[src/rtl/memory_access_pkg.sv]
// Shared definitions for the memory-access stage: RV32 load/store funct3
// encodings, byte-enable constants, the stage FSM states and the
// misalignment test used when MEM_MISALIGN_TRAP_EN is defined.
package memory_access_pkg;

  // Load encodings (funct3)
  localparam logic [2:0] F3_LB  = 3'b000;
  localparam logic [2:0] F3_LH  = 3'b001;
  localparam logic [2:0] F3_LW  = 3'b010;
  localparam logic [2:0] F3_LBU = 3'b100;
  localparam logic [2:0] F3_LHU = 3'b101;

  // Store encodings (funct3); these share values with LB/LH/LW
  localparam logic [2:0] F3_SB  = 3'b000;
  localparam logic [2:0] F3_SH  = 3'b001;
  localparam logic [2:0] F3_SW  = 3'b010;

  // Byte-enable patterns
  localparam logic [3:0] BE_BYTE0   = 4'b0001;
  localparam logic [3:0] BE_HALF_LO = 4'b0011;
  localparam logic [3:0] BE_HALF_HI = 4'b1100;
  localparam logic [3:0] BE_WORD    = 4'b1111;

  typedef enum logic {
    IDLE   = 1'b0,
    ACCESS = 1'b1
  } state_t;

  // Halfword needs addr[0]==0, word needs addr[1:0]==0. Store codes
  // coincide with the load codes, so one case covers both directions.
  function automatic logic is_misaligned(input logic [2:0] f3, input logic [1:0] lo);
    logic mis;
    mis = 1'b0;
    case (f3)
      F3_LH, F3_LHU: mis = lo[0];
      F3_LW:         mis = (lo != 2'b00);
      default:       mis = 1'b0;
    endcase
    return mis;
  endfunction

endpackage

[src/rtl/memory_access_load_extend.sv]
// Load lane selection and sign/zero extension. Purely combinational.
// Halfword lanes use addr[1] only; unknown funct3 returns the full word.
module load_extend
  import memory_access_pkg::*;
#(
  parameter int XLEN = 32
) (
  input  logic [XLEN-1:0] rdata,
  input  logic [1:0]      addr_lo,
  input  logic [2:0]      funct3,
  output logic [XLEN-1:0] result
);

  logic [7:0]  byte_sel;
  logic [15:0] half_sel;

  // Pick the addressed lane, then extend according to the load type
  // NOTE: every output of an always_comb gets a default first so no path can infer a latch.
  always_comb begin
    byte_sel = rdata[{addr_lo, 3'b000} +: 8];
    half_sel = addr_lo[1] ? rdata[31:16] : rdata[15:0];
    result   = rdata;
    case (funct3)
      F3_LB:   result = {{(XLEN-8){byte_sel[7]}}, byte_sel};
      F3_LBU:  result = {{(XLEN-8){1'b0}}, byte_sel};
      F3_LH:   result = {{(XLEN-16){half_sel[15]}}, half_sel};
      F3_LHU:  result = {{(XLEN-16){1'b0}}, half_sel};
      default: result = rdata;
    endcase
  end

endmodule

[src/rtl/memory_access.sv]
// Memory-access pipeline stage: passes ALU results through in one cycle,
// runs loads/stores against a ready-handshaked data memory while stalling
// upstream, and registers the MEM/WB result.
// Optional: MEM_MISALIGN_TRAP_EN makes misaligned half/word accesses
// complete immediately with misaligned=1 and no memory request.
module memory_access
  import memory_access_pkg::*;
#(
  parameter int XLEN = 32
) (
  input  logic            clk,
  input  logic            resetn,
  input  logic            ex_valid,
  input  logic [XLEN-1:0] aluResult,
  input  logic [XLEN-1:0] aluOperand2,
  input  logic            memRead,
  input  logic            memWrite,
  input  logic            regWrite,
  input  logic [2:0]      funct3,
  input  logic [4:0]      rd,
  output logic            dmem_req,
  output logic            dmem_we,
  output logic [XLEN-1:0] dmem_addr,
  output logic [XLEN-1:0] dmem_wdata,
  output logic [3:0]      dmem_be,
  input  logic            dmem_ready,
  input  logic [XLEN-1:0] dmem_rdata,
  output logic            stall,
  output logic            wb_valid,
  output logic [XLEN-1:0] wb_result,
  output logic [4:0]      wb_rd,
  output logic            wb_regWrite,
  output logic [XLEN-1:0] aluResultMem,
  output logic            misaligned
);

  state_t          state_q, state_d;
  logic [XLEN-1:0] addr_q, wdata_q, load_data, store_data;
  logic [3:0]      be_q, store_be;
  logic [2:0]      funct3_q;
  logic [4:0]      rd_q;
  logic            we_q, read_q;
  logic            accept, is_mem, trap;

  assign accept = (state_q == IDLE) && ex_valid;
  assign is_mem = memRead || memWrite;

`ifdef MEM_MISALIGN_TRAP_EN
  assign trap = is_mem && is_misaligned(funct3, aluResult[1:0]);
`else
  assign trap = 1'b0;
`endif

  // Store lane formatting: replicate the datum and enable the addressed bytes
  always_comb begin
    store_data = aluOperand2;
    store_be   = BE_WORD;
    case (funct3)
      F3_SB: begin
        store_data = {4{aluOperand2[7:0]}};
        store_be   = BE_BYTE0 << aluResult[1:0];
      end
      F3_SH: begin
        store_data = {2{aluOperand2[15:0]}};
        store_be   = aluResult[1] ? BE_HALF_HI : BE_HALF_LO;
      end
      default: begin
        store_data = aluOperand2;
        store_be   = BE_WORD;
      end
    endcase
  end

  // Next-state logic: enter ACCESS on an accepted aligned memory op, leave on ready
  always_comb begin
    state_d = state_q;
    case (state_q)
      IDLE:    if (accept && is_mem && !trap) state_d = ACCESS;
      ACCESS:  if (dmem_ready) state_d = IDLE;
      default: state_d = IDLE;
    endcase
  end

  assign stall      = (state_q == ACCESS);
  assign dmem_req   = (state_q == ACCESS);
  assign dmem_addr  = {addr_q[XLEN-1:2], 2'b00};
  assign dmem_we    = we_q;
  assign dmem_wdata = wdata_q;
  assign dmem_be    = be_q;

  load_extend #(.XLEN(XLEN)) u_load_extend (
    .rdata   (dmem_rdata),
    .addr_lo (addr_q[1:0]),
    .funct3  (funct3_q),
    .result  (load_data)
  );

  // Request capture for the access in flight
  // NOTE: these datapath registers carry no reset; they are only observed while state_q==ACCESS, which reset clears.
  always_ff @(posedge clk) begin
    if (accept && is_mem) begin
      addr_q   <= aluResult;
      wdata_q  <= store_data;
      be_q     <= store_be;
      we_q     <= memWrite;
      read_q   <= memRead && !memWrite;
      funct3_q <= funct3;
      rd_q     <= rd;
    end
  end

  // State register and MEM/WB register
  // NOTE: sequential state uses non-blocking assignments so every register samples pre-edge values.
  always_ff @(posedge clk) begin
    if (!resetn) begin
      state_q      <= IDLE;
      wb_valid     <= 1'b0;
      wb_result    <= '0;
      wb_rd        <= '0;
      wb_regWrite  <= 1'b0;
      aluResultMem <= '0;
    end else begin
      state_q  <= state_d;
      wb_valid <= 1'b0;
      if (accept) begin
        aluResultMem <= aluResult;
        if (!is_mem || trap) begin
          // ALU result, or a trapped misaligned access that writes nothing back
          wb_valid    <= 1'b1;
          wb_result   <= aluResult;
          wb_rd       <= rd;
          wb_regWrite <= regWrite && !trap;
        end
      end else if (state_q == ACCESS && dmem_ready) begin
        wb_valid    <= 1'b1;
        wb_result   <= read_q ? load_data : addr_q;
        wb_rd       <= rd_q;
        wb_regWrite <= read_q;
      end
    end
  end

`ifdef MEM_MISALIGN_TRAP_EN
  // One-cycle misalignment flag alongside the trapped writeback
  always_ff @(posedge clk) begin
    if (!resetn) misaligned <= 1'b0;
    else         misaligned <= accept && trap;
  end
`else
  assign misaligned = 1'b0;
`endif

endmodule

[config.mk]
export PLATFORM = sky130hd
export DESIGN_NAME = memory_access
export DESIGN_NICKNAME = d
export VERILOG_FILES = /design/src/rtl/memory_access_pkg.sv /design/src/rtl/memory_access_load_extend.sv /design/src/rtl/memory_access.sv
export SDC_FILE = /design/constraint.sdc
export NUM_CORES = 1
export LEC_CHECK = 0
export CORE_UTILIZATION = 30
export DETAILED_ROUTE_END_ITERATION = 10
export HOLD_SLACK_MARGIN = 0.05
export PLACE_DENSITY = 0.6
export RECOVER_POWER = 50
export SLEW_MARGIN = 20
export SYNTH_ARGS = -nofsm -noshare
export SYNTH_HDL_FRONTEND = slang
export SYNTH_SLANG_ARGS = --single-unit
export TNS_END_PERCENT = 100
[constraint.sdc]
create_clock -name clk -period 6.5 [get_ports clk]
set_clock_uncertainty 0.1 [all_clocks]
set_input_delay 1.3 -clock clk [delete_from_list [all_inputs] [get_ports clk]]
set_output_delay 1.3 -clock clk [all_outputs]
set_load 0.1 [all_outputs]
==> tab_implementation.tex, run 1 <==
\begin{tabular}{lr}
\hline
Metric & Value \\
\hline
\multicolumn{2}{l}{\textbf{Synthesis}} \\
\quad Share of flip-flops with an asynchronous set or reset after synthesis & 0\% \\
\quad \#FFs+latches synth & 150 \\
\quad Number of enable flip-flop cells after synthesis & 78 \\
\quad Mean cell area of the mapped netlist & about 10 um2 \\
\quad Number of cells produced by synthesis & around 700 \\
\quad Total number of yosys warnings & 0 \\
\quad Unique cell type count in the Yosys netlist & 51 \\
\quad Synthesized area & about 0.0070 mm2 \\
\quad Sequential share of the synthesized area & 53.88\% \\
\quad Commonest register cell after synthesis & edfxtp\_1 \\
\multicolumn{2}{l}{\textbf{Placement}} \\
\quad Worst Setup Slack post-DPL & around 2.2 ns \\
\quad Gpl congestion & 0.8296 \\
\quad \# port buffers & 250 \\
\quad DPL Wire Length & 17.09 mm \\
\quad Total placed cells including tap cells & approximately 1200 \\
\multicolumn{2}{l}{\textbf{Route}} \\
\quad Via total after detailed routing & a little over 6000 \\
\quad First-iteration detailed-routing DRC count & about 420 \\
\quad Total routed wirelength & 23.82 mm \\
\quad Post-DR vias/cell & approximately 5.1 \\
\quad Antenna Violating Nets Remaining & 0 \\
\quad Pre-Repair DR Iteration Count & 5 \\
\quad Average wire per cell in the routed design & 19.62 um \\
\quad Residual DRC & 0 \\
\multicolumn{2}{l}{\textbf{Final layout}} \\
\quad Post-layout utilization of the core & 44.47\% \\
\quad Commonest cells after routing, fill and taps aside & clkdlybuf4s50\_1 (152), nand2\_1 (107), dlygate4sd3\_1 (98) \\
\quad Antenna cells & 0 \\
\quad Most common cell after layout, fill and taps aside & clkdlybuf4s50\_1 \\
\quad Final instance count without filler cells & around 1200 \\
\quad Share of final-layout standard cells stronger than drive strength 1 & under 10\% \\
\quad Nets & $\sim$1000 \\
\quad Relative area change from synthesis to final layout & 44.24\% \\
\multicolumn{2}{l}{\textbf{Pwr}} \\
\quad Leak & 3.681 nW \\
\quad Worst vdd ir & roughly 0.14 mV \\
\quad Areal power density over the cells & 291.1 mW/mm2 \\
\multicolumn{2}{l}{\textbf{Timing}} \\
\quad Setup TNS & 0 ns \\
\quad Post-Route Hold Slack & roughly 0.35 ns \\
\quad Top achievable clock speed & just over 200 MHz \\
\quad Number of max-slew violations in the final report & between 100 and 150 \\
\quad Final worst path period need & slightly below 5 ns \\
\quad Setup repair after global routing missed its margin & no \\
\quad Share of the cycle needed by the critical path after routing & 74.90\% \\
\quad Slack of the critical path & $\sim$1.6 ns \\
\quad Relative slew slack & -29.32\% \\
\quad Number of endpoints failing setup at the final stage & 0 \\
\quad Transition time at the pin with the least slew margin & 1.940 ns \\
\quad Number of failing hold endpoints at the final stage & 0 \\
\multicolumn{2}{l}{\textbf{Floorplan}} \\
\quad Placement Rows & 55 \\
\quad Starting utilization of the core area & 30.83\% \\
\quad Die width & between 150 and 200 um \\
\quad Core region area & around 0.023 mm2 \\
\quad Io pins & roughly 250 \\
\quad Floorplan die area & between 0.02 and 0.025 mm2 \\
\quad Chip Height & 155.0 um \\
\multicolumn{2}{l}{\textbf{Outcome}} \\
\quad Failing checks & max-capacitance violations, max-slew violations \\
\quad Result of the run & complete, but fails checks \\
\multicolumn{2}{l}{\textbf{Worst setup path}} \\
\quad Critical Setup Path Class & in2reg \\
\quad Critical path, cell by cell & dlygate4sd3\_1 > clkbuf\_1 > clkinv\_1 > buf\_4 > a2111o\_1 > o22ai\_1 \\
\quad Slowest CP cell & clkinv\_1 \\
\quad Critical path launch point type & input port \\
\quad Arrival time of data at the critical path endpoint & 5.12 ns \\
\quad Endpoint required time on the critical path & between 6 and 7 ns \\
\quad CP Capture Type & flip-flop \\
\quad Crit-path max FO & 31 \\
\quad Stage delay of the slowest cell on the critical path & $\sim$1.2 ns \\
\multicolumn{2}{l}{\textbf{Clock network}} \\
\quad Depth of the CTS H-tree & 4 \\
\quad Worst-path clk slew & 0.07 ns \\
\quad Number of setup buffers added after CTS & 0 \\
\quad Root Buffer & clkbuf\_16 \\
\quad Count of hold buffers inserted by post-cts repair & 0 \\
\quad Number of instances resized during post-cts repair & 0 \\
\quad TritonCTS sink count & 150 \\
\quad TritonCTS clock tree & yes \\
\quad Skew-Pair Late Insertion Delay & 0.42 ns \\
\quad Clock Tree Buf Depth & 2 \\
\quad Number of buffers created by CTS & 17 \\
\multicolumn{2}{l}{\textbf{Run}} \\
\quad Number of maximum-capacitance constraint violations & 4 \\
\multicolumn{2}{l}{\textbf{GRT}} \\
\quad Antenna violations before repair & 1 \\
\quad Global-route wire length before repair & around 36 mm \\
\quad Maximum number of pins on one net before global-route repair & 47 \\
\quad Overall global routing resource usage & between 20\% and 30\% \\
\quad Global route overflow & 0 \\
\quad Number of global-route vias before repair & slightly above 6000 \\
\multicolumn{2}{l}{\textbf{Min path}} \\
\quad Hold Path Class & reg2reg \\
\hline
\end{tabular}
-- where the power goes --
part | leakage [nW] | internal (W) | switching, W
Combinational | 2.07 | 0.000214 | 0.000619
Clock | 0.286 | 0.000593 | 0.000416
Sequential | 1.33 | 0.00107 | 0.0000390
Total | 3.68 | 0.00187 | 0.00107
-- through the flow --
stage,cell area (um2),total power [W]
2_1_floorplan,7029,0.001730
3_3_place_gp,9524,0.001969
3_5_place_dp,9524,0.001972
4_1_cts,10120,0.002984
5_1_grt,10130,0.003045
6_report,10130,0.002948
-- cell usage after synthesis (all sizes together) (2+ instances only) --
library cell | count | area [um2]
nand2 | 107 | 401.6
edfxtp | 78 | 2342
dfxtp | 72 | 1441
nor2 | 51 | 191.4
a21oi | 50 | 250.2
buf | 49 | 335.3
clkbuf | 40 | 151.4
o21ai | 29 | 145.1
a31oi | 27 | 168.9
nand3b | 21 | 157.7
mux2 | 18 | 202.7
and2 | 17 | 108.9
a211oi | 16 | 120.1
o311ai | 15 | 131.4
mux2i | 14 | 140.1
nand2b | 12 | 75.07
inv | 11 | 41.29
a311oi | 9 | 96.35
a211o | 8 | 70.07
o2111ai | 7 | 61.31
nor2b | 6 | 37.54
or4bb | 5 | 56.30
o211ai | 4 | 30.03
o221ai | 4 | 35.03
nor3 | 3 | 20.02
and3 | 2 | 12.51
and3b | 2 | 17.52
nand3 | 2 | 10.01
o21a | 2 | 15.01
or3b | 2 | 17.52
-- final cells by class --
cell class                 instances  area, um2
sequential                       150       3784
timing repair buffer             260       2586
inverter                          12      45.04
clock buffer                      19      454.2
clock inverter                    13      146.4
tap                              313      391.6
fill                            2167      12650
multi-input combinational        447       2721
-- final timing paths --
path | from | endpoint | slack [ns] | cells after the start
setup / recovery | resetn | wb_result[1] | 1.63 | 6
hold / removal | aluResultMem[26] | aluResultMem[26] | 0.35 | 2
setup reg to reg | dmem_req | dmem_wdata[14] | 2.71 | 3
hold reg to reg | aluResultMem[26] | aluResultMem[26] | 0.35 | 2
-- critical path, delay by kind of cell --
kind	cells	cell delay (ns)
buffers and inverters	4	3.33
AOI/OAI and AO/OA	2	0.47
-- metal layers --
layer	part of all wire (%)	vias to the layer above	global-route usage, %
met4	1.5	2	6.129
met2	45	294	31.38
met5	0.050	-	0
li1	-	2889	-
met1	43	2927	25.10
met3	11	24	8.245
-- registers in the layout, summed over array words and instances, names as in the netlist --
name,flops
addr_q,32
aluResultMem,32
dmem_be,4
dmem_req,1
dmem_wdata,32
dmem_we,1
funct3_q,3
rd_q,5
read_q,1
wb_rd,5
wb_regWrite,1
wb_result,32
wb_valid,1
-- logic make-up (layout without fill, tap and decap cells) --
family                 count (synthesis)  after routing  synth area share (%)
and+or+nand+nor                      232            232                 16.02
other                                  1              3               0.05341
DFF                                  150            150                 53.88
buffers and inverters                101            304                 7.573
muxes                                 33             33                 5.203
AOI/OAI and AO/OA                    179            179                 17.27
Power figures use the tool's default switching activity.
==> run 2: changes to the inputs <==
--- a/config.mk
+++ b/config.mk
@@ -8,7 +8,7 @@
 export CORE_UTILIZATION = 30
 export DETAILED_ROUTE_END_ITERATION = 10
 export HOLD_SLACK_MARGIN = 0.05
-export PLACE_DENSITY = 0.6
+export PLACE_DENSITY = 0.62
 export RECOVER_POWER = 50
 export SLEW_MARGIN = 20
 export SYNTH_ARGS = -nofsm -noshare
==> constraint.sdc (replaced) <==
create_clock -name clk -period 4 [get_ports clk]
set_clock_uncertainty 0.1 [all_clocks]
set_input_delay 0.8 -clock clk [delete_from_list [all_inputs] [get_ports clk]]
set_output_delay 0.8 -clock clk [all_outputs]
set_load 0.1 [all_outputs]
==> tab_implementation.tex, run 2 (synthesis gave the netlist of run 1 again) <==
\begin{tabular}{lr}
\hline
Metric & Value \\
\hline
\multicolumn{2}{l}{\textbf{Worst setup path}} \\
\quad Critical path launch point type & input port \\
\quad Arrival time of data at the critical path endpoint & between 3 and 4 ns \\
\quad Endpoint required time on the critical path & 4.20 ns \\
\quad Critical Setup Path Class & in2reg \\
\quad Crit-path max FO & 22 \\
\quad Reg-to-reg critical path startpoint & dmem\_req \\
\quad Crit path launch & memWrite \\
\quad CP Capture Type & flip-flop \\
\multicolumn{2}{l}{\textbf{Pwr}} \\
\quad Areal power density over the cells & $\sim$470 mW/mm2 \\
\quad Leak & roughly 3.6 nW \\
\quad Worst vdd ir & roughly 0.26 mV \\
\quad Switching pwr & between 0.0015 and 0.002 W \\
\quad Switching share of total power & between 30\% and 40\% \\
\quad Proportion of power drawn by the clock network & $\sim$34\% \\
\quad Internal power consumption & 0.003068 W \\
\quad Sequential share of power & $\sim$37\% \\
\quad Logic gate share of total power & 28.5\% \\
\multicolumn{2}{l}{\textbf{Clock network}} \\
\quad Count of hold buffers inserted by post-cts repair & 0 \\
\quad Root Buffer & clkbuf\_16 \\
\quad Number of instances resized during post-cts repair & 0 \\
\quad Skew-Pair Late Insertion Delay & between 0.4 and 0.5 ns \\
\quad TritonCTS clock tree & yes \\
\quad Number of setup buffers added after CTS & 0 \\
\quad TritonCTS sink count & 150 \\
\quad Clock Tree Buf Depth & 2 \\
\quad Number of buffers created by CTS & 17 \\
\quad Worst-path clk slew & 0.06 ns \\
\quad Depth of the CTS H-tree & 4 \\
\multicolumn{2}{l}{\textbf{Placement}} \\
\quad Total placed cells including tap cells & 1190 \\
\quad \# port buffers & 250 \\
\quad Worst Setup Slack post-DPL & between 0.9 and 1 ns \\
\quad Gpl congestion & about 0.78 \\
\quad DPL Wire Length & around 17 mm \\
\multicolumn{2}{l}{\textbf{Floorplan}} \\
\quad Floorplan die area & $\sim$0.024 mm2 \\
\quad Placement Rows & between 50 and 60 \\
\quad Starting utilization of the core area & between 30\% and 40\% \\
\quad Die width & 155.0 um \\
\quad Io pins & 254 \\
\quad Core region area & roughly 0.023 mm2 \\
\quad Chip Height & 155.0 um \\
\multicolumn{2}{l}{\textbf{GRT}} \\
\quad Number of global-route vias before repair & between 5000 and 6000 \\
\quad Overall global routing resource usage & roughly 20\% \\
\quad Global-route wire length before repair & roughly 36 mm \\
\quad Antenna violations before repair & 3 \\
\quad Global route overflow & 0 \\
\quad Maximum number of pins on one net before global-route repair & a little over 80 \\
\multicolumn{2}{l}{\textbf{Final layout}} \\
\quad Relative area change from synthesis to final layout & 44.53\% \\
\quad Share of final-layout standard cells stronger than drive strength 1 & between 7 and 8\% \\
\quad Total area of multi-input combinational cells & 0.002721 mm2 \\
\quad Commonest cells after routing, fill and taps aside & clkdlybuf4s50\_1 (201), nand2\_1 (107), edfxtp\_1 (78) \\
\quad Nets & 1007 \\
\quad Final instance count without filler cells & $\sim$1200 \\
\quad Number of filler instances in the final layout & between 2000 and 2500 \\
\quad Sequential standard cell area & between 0.003 and 0.004 mm2 \\
\quad Most common cell after layout, fill and taps aside & clkdlybuf4s50\_1 \\
\multicolumn{2}{l}{\textbf{Timing}} \\
\quad Number of endpoints failing setup at the final stage & 0 \\
\quad Number of failing hold endpoints at the final stage & 0 \\
\quad Setup repair after global routing missed its margin & no \\
\quad Setup TNS & 0 ns \\
\quad Number of max-slew violations in the final report & between 80 and 90 \\
\quad Relative slew slack & -12.56\% \\
\quad Slack of the critical path & between 0.7 and 0.8 ns \\
\quad Share of the cycle needed by the critical path after routing & 81.88\% \\
\quad Top achievable clock speed & about 310 MHz \\
\quad Final worst path period need & about 3.3 ns \\
\quad Transition time at the pin with the least slew margin & approximately 1.7 ns \\
\multicolumn{2}{l}{\textbf{Route}} \\
\quad Post-DR vias/cell & around 5 \\
\quad Antenna Violating Nets Remaining & 0 \\
\quad Pre-Repair DR Iteration Count & 5 \\
\quad Via total after detailed routing & around 6100 \\
\quad Residual DRC & 0 \\
\quad Average wire per cell in the routed design & around 19 um \\
\quad Total routed wirelength & 23.72 mm \\
\quad First-iteration detailed-routing DRC count & 392 \\
\multicolumn{2}{l}{\textbf{Min path}} \\
\quad Hold Path Class & reg2reg \\
\quad Startpoint of the worst hold path & aluResultMem[16] \\
\multicolumn{2}{l}{\textbf{Outcome}} \\
\quad Failing checks & max-capacitance violations, max-slew violations \\
\quad Result of the run & complete, but fails checks \\
\multicolumn{2}{l}{\textbf{Run}} \\
\quad Number of maximum-capacitance constraint violations & 1 \\
\hline
\end{tabular}
[run 2: cell count changes in the layout (fill, tap and decap cells not counted), sizes merged]
cell / delta
clkinv: +1
clkdlybuf4s50: +49
clkbuf: +2
clkinvlp: +1
buf: +4
bufinv: +1
diode: +2
dlygate4sd3: -49
inv: -1
[run 2: layout make-up]
cell class,instances,share of cell area (%)
Antenna cell,2,0.04932
Tap cell,313,3.859
Inverter,12,0.4438
Clock inverter,15,1.590
Multi-Input combinational cell,447,26.82
Clock buffer,17,4.192
Timing Repair Buffer,268,25.77
Sequential cell,150,37.28
[run 2: routing by layer]
layer  track usage [%]  up-vias  part of all wire [%]
met5                 0        -                 0.072
met4             6.035        2                   1.8
met1             24.59     2862                    41
met3             8.997       26                    12
met2             31.00      308                    45
li1                  -     2911                     -
[run 2: power by group through the flow]
stage | registers [W] | logic (W) | clock network [W]
global placement | 0.00183 | 0.00138 | 0
floorplan | 0.00236 | 0.000450 | 0
finish | 0.00179 | 0.00137 | 0.00164
CTS | 0.00179 | 0.00139 | 0.00167
global route | 0.00181 | 0.00143 | 0.00173
detailed placement | 0.00183 | 0.00138 | 0
[run 2: final timing paths]
kind         slack, ns          endpoint  cells past startpoint
max               0.72     wb_result[28]                      6
min               0.35  aluResultMem[16]                      2
max reg2reg       1.21        addr_q[28]                      3
min reg2reg       0.35  aluResultMem[16]                      2
[run 2: through the flow]
step | cell area [um2] | total power, W | utilization, % | hold slack, ns
5_1_grt | 10150 | 0.004966 | 44.54 | 0.3739
3_3_place_gp | 9604 | 0.003204 | 42.16 | 0.3411
6_report | 10150 | 0.004801 | 44.55 | 0.3533
4_1_cts | 10190 | 0.004853 | 44.74 | 0.3548
2_1_floorplan | 7032 | 0.002809 | - | 0.4182
3_5_place_dp | 9604 | 0.003209 | 42.16 | 0.3461
[run 2: critical path: stages]
cell and delay (ns):
dlygate4sd3_1 0.58, or4b_1 0.52, and2_0 0.66, a311oi_4 0.52, buf_4 0.28, a31oi_1 0.11
==> run 3: changes to the inputs <==
--- a/config.mk
+++ b/config.mk
@@ -8,7 +8,7 @@
 export CORE_UTILIZATION = 30
 export DETAILED_ROUTE_END_ITERATION = 10
 export HOLD_SLACK_MARGIN = 0.05
-export PLACE_DENSITY = 0.62
+export PLACE_DENSITY = 0.6
 export RECOVER_POWER = 50
 export SLEW_MARGIN = 20
 export SYNTH_ARGS = -nofsm -noshare
==> constraint.sdc (replaced) <==
create_clock -name clk -period 3.4 [get_ports clk]
set_clock_uncertainty 0.1 [all_clocks]
set_input_delay 0.68 -clock clk [delete_from_list [all_inputs] [get_ports clk]]
set_output_delay 0.68 -clock clk [all_outputs]
set_load 0.1 [all_outputs]
==> tab_implementation.tex, run 3 (synthesis gave the netlist of run 1 again) <==
\begin{tabular}{lr}
\hline
Metric & Value \\
\hline
\multicolumn{2}{l}{\textbf{Timing}} \\
\quad Top achievable clock speed & 366.5 MHz \\
\quad Number of endpoints failing setup at the final stage & 0 \\
\quad Final worst path period need & $\sim$2.7 ns \\
\quad Setup TNS & 0 ns \\
\quad Relative slew slack & approximately 16\% \\
\quad Share of the cycle needed by the critical path after routing & around four fifths \\
\quad Number of max-slew violations in the final report & 0 \\
\quad Number of failing hold endpoints at the final stage & 0 \\
\quad Transition time at the pin with the least slew margin & 1.259 ns \\
\quad Slack of the critical path & $\sim$0.67 ns \\
\quad Setup repair after global routing missed its margin & no \\
\multicolumn{2}{l}{\textbf{Pwr}} \\
\quad Areal power density over the cells & roughly 570 mW/mm2 \\
\quad Worst vdd ir & 0.3032 mV \\
\quad Leak & 3.458 nW \\
\multicolumn{2}{l}{\textbf{Floorplan}} \\
\quad Die width & approximately 150 um \\
\quad Core region area & between 0.02 and 0.025 mm2 \\
\quad Floorplan die area & $\sim$0.024 mm2 \\
\quad Chip Height & between 150 and 200 um \\
\quad Placement Rows & 55 \\
\quad Starting utilization of the core area & between 30\% and 40\% \\
\quad Io pins & 254 \\
\multicolumn{2}{l}{\textbf{Worst setup path}} \\
\quad Crit-path max FO & 22 \\
\quad Stage delay of the slowest cell on the critical path & approximately 0.58 ns \\
\quad Endpoint required time on the critical path & approximately 3.6 ns \\
\quad Arrival time of data at the critical path endpoint & $\sim$2.9 ns \\
\quad Critical path launch point type & input port \\
\quad Critical path, cell by cell & dlygate4sd3\_1 > or4b\_1 > and2\_4 > a311oi\_4 > buf\_4 > a31oi\_1 \\
\quad Worst R2R Path Depth & 4 \\
\quad CP Capture Type & flip-flop \\
\quad FF-to-FF setup slack & 0.93 ns \\
\quad Critical Setup Path Class & in2reg \\
\quad Slowest CP cell & dlygate4sd3\_1 \\
\multicolumn{2}{l}{\textbf{GRT}} \\
\quad Global route overflow & 0 \\
\quad Maximum number of pins on one net before global-route repair & between 80 and 90 \\
\quad Number of global-route vias before repair & a little over 6000 \\
\quad Global-route wire length before repair & about 36 mm \\
\quad Overall global routing resource usage & about 20\% \\
\quad Antenna violations before repair & 3 \\
\multicolumn{2}{l}{\textbf{Final layout}} \\
\quad Nets & about 1000 \\
\quad Number of filler instances in the final layout & roughly 2300 \\
\quad Relative area change from synthesis to final layout & 34.93\% \\
\quad Commonest cells after routing, fill and taps aside & nand2\_1 (107), clkbuf\_1 (93), edfxtp\_1 (78) \\
\quad Most common cell after layout, fill and taps aside & nand2\_1 \\
\quad Post-route standard cell area excluding fillers & between 0.009 and 0.01 mm2 \\
\quad Share of final-layout standard cells stronger than drive strength 1 & roughly 14\% \\
\quad Post-layout utilization of the core & between 40\% and 50\% \\
\multicolumn{2}{l}{\textbf{Route}} \\
\quad Average wire per cell in the routed design & 19.13 um \\
\quad Residual DRC & 0 \\
\quad Total routed wirelength & about 23 mm \\
\quad Antenna Violating Nets Remaining & 0 \\
\quad Pre-Repair DR Iteration Count & 5 \\
\quad Via total after detailed routing & $\sim$6100 \\
\quad Post-DR vias/cell & 4.971 \\
\quad First-iteration detailed-routing DRC count & between 400 and 500 \\
\multicolumn{2}{l}{\textbf{Outcome}} \\
\quad Result of the run & finished, final reports clean \\
\multicolumn{2}{l}{\textbf{Placement}} \\
\quad Gpl congestion & 0.7878 \\
\quad Worst Setup Slack post-DPL & around 0.34 ns \\
\quad Placement-stage cell area & $\sim$0.009 mm2 \\
\quad DPL Wire Length & 16.83 mm \\
\quad \# port buffers & 250 \\
\multicolumn{2}{l}{\textbf{Clock network}} \\
\quad Number of buffers created by CTS & 17 \\
\quad TritonCTS sink count & 150 \\
\quad Worst-path clk slew & roughly 0.060 ns \\
\quad Depth of the CTS H-tree & 4 \\
\quad Number of instances resized during post-cts repair & 0 \\
\quad Count of hold buffers inserted by post-cts repair & 0 \\
\quad Clock Tree Buf Depth & 2 \\
\quad Skew-Pair Late Insertion Delay & around 0.42 ns \\
\quad Root Buffer & clkbuf\_16 \\
\quad TritonCTS clock tree & yes \\
\quad Number of setup buffers added after CTS & 0 \\
\multicolumn{2}{l}{\textbf{Min path}} \\
\quad Hold Path Class & reg2reg \\
\quad Number of cells traversed by the worst hold path & 2 \\
\multicolumn{2}{l}{\textbf{Run}} \\
\quad Number of maximum-capacitance constraint violations & 0 \\
\hline
\end{tabular}
run 3: per-layer routing:
layer,part of all wire [%],wire (um),track usage (%)
met1,43,10050,24.79
met2,46,10740,31.45
met3,9.5,2227,7.047
met4,1.8,433,6.082
met5,0,0,0
run 3: per-stage QoR:
step           instances  total power [W]  hold slack [ns]
2_1_floorplan        698         0.003304           0.4182
3_3_place_gp        1191         0.003734           0.3443
3_5_place_dp        1191         0.003741           0.3505
4_1_cts             1223         0.005579           0.3588
5_1_grt             1225         0.005647           0.3727
6_report            1226         0.005438           0.3573
run 3: where the power goes:
group / total (W) / switching, W / internal, W
registers: 0.00211 / 0.0000725 / 0.00204
logic: 0.00150 / 0.00118 / 0.000328
clock network: 0.00182 / 0.000804 / 0.00102
run 3: area by class of cell:
type	instances	area [um2]	area share (%)
multi-input cells	447	2726	28.78
clock inverters	13	123.9	1.307
flip-flops and latches	150	3784	39.94
well taps	313	391.6	4.134
repair buffers	269	1963	20.72
clock buffers	19	432.9	4.569
diodes	3	7.507	0.07924
inverters	12	45.04	0.4754
run 3: worst max-delay path, delay by kind of cell:
kind	cells	cell delay [ns]
buffers and inverters	2	0.85
AND/OR/NAND/NOR	2	0.81
AO/OA/AOI/OAI	2	0.56
run 3: path summary, 6_finish.rpt:
kind,start,endpoint
max,memWrite,wb_result[25]
min,aluResultMem[31],aluResultMem[31]
max reg2reg,read_q,wb_result[14]
min reg2reg,aluResultMem[31],aluResultMem[31]
